===== src/rtl/anim_pkg.sv =====
// Shared types and constants for the animation frame sequencer.
package anim_pkg;

    typedef enum logic [2:0] {
        S_IDLE,
        S_CLEAR,
        S_WAIT,
        S_DRAW,
        S_ADVANCE,
        S_FINISH
    } anim_state_t;

    localparam logic [19:0] DELAY_DONE_DEF = 20'hFFFFF;

endpackage


===== src/rtl/anim_frame_sequencer.sv =====
// Steps through animation frames: clear delay, wait, request draw, advance.
// Define ANIM_LOOP_EN to loop passes until stop is requested.
module anim_frame_sequencer
    import anim_pkg::*;
#(
    parameter int          NUM_FRAMES = 8,
    parameter logic [19:0] DELAY_DONE = DELAY_DONE_DEF
) (
    input  logic        clock,
    input  logic        reset,
    input  logic        start,
    input  logic        stop,
    input  logic [19:0] frame_delay_count,
    output logic        frame_delay_en,
    output logic        frame_delay_clr,
    output logic        draw_req,
    input  logic        draw_ack,
    output logic [3:0]  frame_idx,
    output logic        busy,
    output logic        done
);

    localparam logic [3:0] LAST_IDX = 4'(NUM_FRAMES - 1);

    anim_state_t state;
    anim_state_t next_state;
    logic        last;
    logic        stop_pend;

    assign last = (frame_idx == LAST_IDX);

`ifdef ANIM_LOOP_EN
    logic stop_q;

    // A stop request ends the sequence at the next end-of-pass ack.
    always_ff @(posedge clock) begin
        if (reset || state == S_IDLE) begin
            stop_q <= 1'b0;
        end else if (stop) begin
            stop_q <= 1'b1;
        end
    end

    assign stop_pend = stop_q | (stop && state != S_IDLE);
`else
    logic unused_stop;

    assign unused_stop = stop;
    assign stop_pend   = 1'b1;
`endif

    always_comb begin
        next_state = state;
        unique case (state)
            S_IDLE:    if (start) next_state = S_CLEAR;
            S_CLEAR:   next_state = S_WAIT;
            S_WAIT: begin
                if (frame_delay_count == DELAY_DONE) begin
                    next_state = S_DRAW;
                end
            end
            S_DRAW: begin
                if (draw_ack) begin
                    next_state = (last && stop_pend) ? S_FINISH
                                                     : S_ADVANCE;
                end
            end
            S_ADVANCE: next_state = S_CLEAR;
            S_FINISH:  next_state = S_IDLE;
            default:   next_state = S_IDLE;
        endcase
    end

    // Outputs are registered from next_state so they track state exactly.
    always_ff @(posedge clock) begin
        if (reset) begin
            state           <= S_IDLE;
            frame_idx       <= 4'd0;
            frame_delay_en  <= 1'b0;
            frame_delay_clr <= 1'b0;
            draw_req        <= 1'b0;
            busy            <= 1'b0;
            done            <= 1'b0;
        end else begin
            state           <= next_state;
            frame_delay_clr <= (next_state == S_CLEAR);
            frame_delay_en  <= (next_state == S_WAIT);
            draw_req        <= (next_state == S_DRAW);
            busy            <= (next_state != S_IDLE);
            done            <= (next_state == S_FINISH);
            if (state == S_IDLE && next_state == S_CLEAR) begin
                frame_idx <= 4'd0;
            end else if (next_state == S_ADVANCE) begin
                frame_idx <= last ? 4'd0 : 4'(frame_idx + 4'd1);
            end
        end
    end

endmodule


===== config.mk =====
export PLATFORM = sky130hd
export DESIGN_NAME = anim_frame_sequencer
export DESIGN_NICKNAME = d
export VERILOG_FILES = /design/src/rtl/anim_pkg.sv /design/src/rtl/anim_frame_sequencer.sv
export SDC_FILE = /design/constraint.sdc
export NUM_CORES = 1
export LEC_CHECK = 0
export BUFFER_PORTS_ARGS = -buffer_cell sky130_fd_sc_hd__buf_2
export CAP_MARGIN = 20
export CORE_AREA = 5 5 42 44
export CTS_CLUSTER_DIAMETER = 200
export CTS_CLUSTER_SIZE = 30
export DETAILED_ROUTE_END_ITERATION = 10
export DIE_AREA = 0 0 47 49
export PLACE_DENSITY_LB_ADDON = 0.12
export SYNTH_ARGS = -nofsm -noshare
export SYNTH_HDL_FRONTEND = slang
export SYNTH_SLANG_ARGS = --single-unit

===== constraint.sdc =====
create_clock -name clock -period 2.9 [get_ports clock]
set_input_delay 0.435 -clock clock [delete_from_list [all_inputs] [get_ports clock]]
set_output_delay 0.435 -clock clock [all_outputs]
set_load 0.03 [all_outputs]

### After elaboration in Yosys (flattened, before gate mapping)

Cells that the tools add are included.

* multiplexer cells: 6
* reductions and logical operators: 4
* add/sub/neg operators: 1
* eq/ne operators: 11

Operator list (number)
* $eq A20 B20 Y1 const B: 1
* $pmux W3 S5: 1
* $eq A3 B2 Y1 const B: 4
* $eq A3 B3 Y1 const B: 3
* $mux W3: 3
* $eq A3 B1 Y1 const B: 2
* $add A4 B1 Y4 const B: 1
* $eq A4 B3 Y1 const B: 1
* $mux W4: 1
* $logic_not A3 Y1: 1
* $reduce_bool A3 Y1: 1
* $reduce_or A2 Y1: 1
* $logic_and A1 B1 Y1: 1
* $mux W1: 1

* output and inout port bits: 9
* register bits: 12

### Logic depth before layout (Yosys ltp)

* depth after elaboration: 7
* mapped depth: 5
* mapped depth without buffers: 5

### Worst setup path before layout

Ideal clock, no wire load.

* path type: register to register
* from: reg frame_idx[0]
* to: reg frame_delay_en
* stages on the path, launching flop included: 6
* arrival: 1488 ps
* buffers on the path: 0
* data required time: 2840 ps
* slack: 1352 ps
* period minus slack after synthesis: 1548 ps
* path through: dfxtp_1 > ha_1 > and3b_4 > o2111a_1 > a211oi_2 > and2_1

* cells in the longest elaborated chain, start to end: 5

Ends and longest elaborated chain
* from (decl): RTL line anim_frame_sequencer.sv:18 `output logic [3:0] frame_idx,`
* from (signal assigned): RTL line anim_frame_sequencer.sv:94 `frame_idx <= last ? 4'd0 : 4'(frame_idx + 4'd1);`
* $eq A4 B3 Y1: RTL line anim_frame_sequencer.sv:30 `assign last = (frame_idx == LAST_IDX);`
* $mux W1: RTL line anim_frame_sequencer.sv:64 `next_state = (last && stop_pend) ? S_FINISH`
* $mux W3: RTL line anim_frame_sequencer.sv:63 `if (draw_ack) begin`
* $pmux W3 S5: RTL line anim_frame_sequencer.sv:54 `unique case (state)`
* $eq A3 B2 Y1: RTL line anim_frame_sequencer.sv:87 `frame_delay_en <= (next_state == S_WAIT);`
* to (signal assigned): RTL line anim_frame_sequencer.sv:87
* to (decl): RTL line anim_frame_sequencer.sv:14 `output logic frame_delay_en,`

Every way passes these cells.
A chain may end at the register's enable or synchronous reset.

### Final worst setup path

Same ends and word-level chain as after synthesis.

==> results_dict.tcl <==
set metrics [dict create \
    syn_area_sq_um 517 \
    status "finished, final reports clean" \
    cts_resized 0 \
    io_pins 34 \
    dp_hpwl_um 946 \
    tightest_slew_ns 0.353 \
    cts.reportedPaths.clkPinSlew_ns 0.07 \
    drt-wirelength-per-cell_um 10.7 \
    core_area_sq_um 1400 \
    r2r-start "frame_idx[0]$_SDFFE_PP0N_" \
    vias 501 \
    reg2reg_slack_ns 1.35 \
    synth_cell_type_count 25 \
    reg2reg_depth 5 \
    slew_headroom_pct 76.3 \
    insertion_delay_ns 0.27 \
    hold_class "in -> reg" \
    port_buffers 32 \
    cts_buffer_depth 2 \
    drc 0 \
    drv_slew 0 \
    p_leak_nw 0.346 \
    root_buffer "clkbuf_4" \
    yosys_warnings 0 \
    drive_above_1_share_pct 44.4 \
    synthesis.instances 54 \
    irDropWorstVdd_mv 0.316 \
    period_needed_ns 1.55 \
    grt_pass1_vias 459 \
    postCtsHoldBufs 0 \
    finalCritPeriodShare_pct 53.4 \
    rows 14 \
    synth_mux_area_share_pct 0 \
    die_h_um 49 \
    first_iter_violations 5 \
    numCtsBuffers 3 \
    skew_ns 0.000343 \
    cts_max_level 1 \
    worst_slack_ns 1.35 \
    yosys.area_share.xor_xnor_pct 5.08 \
    clock-sinks 12 \
    setup-violations-final 0 \
    die_w_um 47 \
    synth_top_family_by_area "simple AND/OR/NAND/NOR gates" \
    synth_seq_area_share_pct 46.5 \
    start_util_pct 36.9 \
    synth-compound-area-share_pct 12.6 \
    antenna_found_initial 0 \
    yosys.area_share.simple_pct 31.2 \
    hold_start "reset" \
    hold_path_end "state[2]$_SDFF_PP0_" \
    antenna_cells 0 \
    required_ns 3.11 \
    start_kind "register" \
    timing.hold.ws_ns 0.418 \
    track_usage_pct 10.6 \
    postCtsSetupBuffers 0 \
    worstSetupPathType "reg -> reg" \
    vias_per_cell 4.73 \
    arrival_ns 1.76 \
    drt_first_pass_iters 4 \
    min_path_cells 2 \
    reg2reg_to "frame_delay_en$_SDFF_PP0_" \
    place.gp.congestion 0.698 \
    powerDensity_nw_per_um2 479 \
    drt-total-wl_um 1140 \
    regArea_sq_um 240 \
    fill_cells 155 \
    crit_fanout 5 \
    place_ws_ns 1.37 \
    cp-end-kind "register" \
    hold_violations 0 \
    ant_nets 0 \
    grt_pass1_wl_um 1810 \
    cts_tree "built" \
    drv_cap 0 \
    nets 117 \
    grt_setup_unrepaired "false" \
    area_growth_pct 41.9 \
    overflow 0 \
    grt_max_degree 8 \
    synth-adder-area-share_pct 2.42 \
    max_freq_mhz 646 \
    final_cell_mix "buf_2, dfxtp_1, nor2_1, nand4_1" \
    layout_commonest_cell "buf_2" \
    synth_seq_cells 12 \
    synth.avg_cell_area_sq_um 9.57 \
    multiInputGateArea_sq_um 265 \
    synth_nets 80 \
    die_area_sq_um 2300 \
    setup_tns_ns 0 \
]
-- area by class of cell --
class,instances,share of cell area [%]
clock buffers,4,4.95
inverters,3,1.54
multi-input cells,39,36.2
flip-flops and latches,12,32.8
well taps,16,2.73
repair buffers,32,21.8
-- per-stage QoR --
| step | cell area, sq um | total power, mW | util [%] | std cells |
|---|---|---|---|---|
| final | 733 | 0.351 | 52.3 | 106 |
| after global placement | 697 | 0.227 | 49.7 | 102 |
| after global routing | 733 | 0.372 | 52.3 | 106 |
| after CTS | 733 | 0.359 | 52.3 | 106 |
| after detailed placement | 697 | 0.227 | 49.7 | 102 |
| after floorplan | 517 | 0.204 | - | 54 |
-- cell usage after synthesis --
cell type	n	area share (%)
and2_1	1	1.2
nor2_1	8	5.8
nand4b_1	1	1.7
o21a_1	1	1.5
nand2_1	1	0.73
o2111a_1	1	2.2
nand3b_1	1	1.5
nor3b_1	1	1.5
inv_1	3	2.2
nor2b_1	1	1.2
o21ai_0	1	0.97
nor4_1	2	2.4
xnor2_1	3	5.1
dfxtp_1	12	46
nand3_1	1	0.97
ha_1	1	2.4
a211oi_1	2	2.9
and3_1	1	1.2
and3b_4	1	2.4
nand4b_2	1	2.9
nor3_1	3	2.9
a211oi_2	1	2.4
a31o_2	1	1.7
nand4_1	4	4.8
a21oi_1	1	0.97
-- sequential cells by signal (all words and copies together) (netlist names) --
register,count
busy,1
done,1
state,3
frame_delay_clr,1
frame_idx,4
frame_delay_en,1
draw_req,1
-- how the worst max path moves through the flow --
stage,to,start,slack [ns],cells after the start
after global routing,frame_delay_en$_SDFF_PP0_,frame_idx[0]$_SDFFE_PP0N_,1.24,5
after CTS,frame_delay_en$_SDFF_PP0_,frame_idx[0]$_SDFFE_PP0N_,1.35,5
after floorplan,frame_delay_en$_SDFF_PP0_,frame_idx[0]$_SDFFE_PP0N_,1.35,5
after global placement,frame_delay_en$_SDFF_PP0_,frame_idx[0]$_SDFFE_PP0N_,1.36,5
after detailed placement,frame_delay_en$_SDFF_PP0_,frame_idx[0]$_SDFFE_PP0N_,1.37,5
final,frame_delay_en$_SDFF_PP0_,frame_idx[0]$_SDFFE_PP0N_,1.35,5
-- critical path, stage by stage (launching register included) --
cell and delay, ns:
dfxtp_1 0.35, ha_1 0.22, and3b_4 0.21, o2111a_1 0.24, a211oi_2 0.31, and2_1 0.18
-- power breakdown --
part	switching (mW)	leakage, nW	internal [mW]	total, mW
clock	0.0518	0.0210	0.0762	0.128
sequential	0.00421	0.0977	0.171	0.175
combinational	0.0259	0.228	0.0222	0.0480
-- kinds of logic (layout without fill, tap and decap cells) --
| family | after synthesis | count (layout) |
|---|---|---|
| and+or+nand+nor | 27 | 27 |
| DFF | 12 | 12 |
| AOI/OAI and AO/OA | 8 | 8 |
| xor gates and xnor gates | 3 | 3 |
| buffers and inverters | 3 | 39 |
| adders and majority gates | 1 | 1 |
-- routing by layer --
metal | vias to the layer above | GRT usage (%) | part of all wire (%)
met1 | 215 | 12.9 | 43
li1 | 272 | - | -
met4 | 0 | 1.38 | 0.79
met2 | 12 | 16.1 | 49
met3 | 2 | 6.64 | 7.2
met5 | - | 0 | 0
No activity file was read; power rests on OpenSTA's default activity.
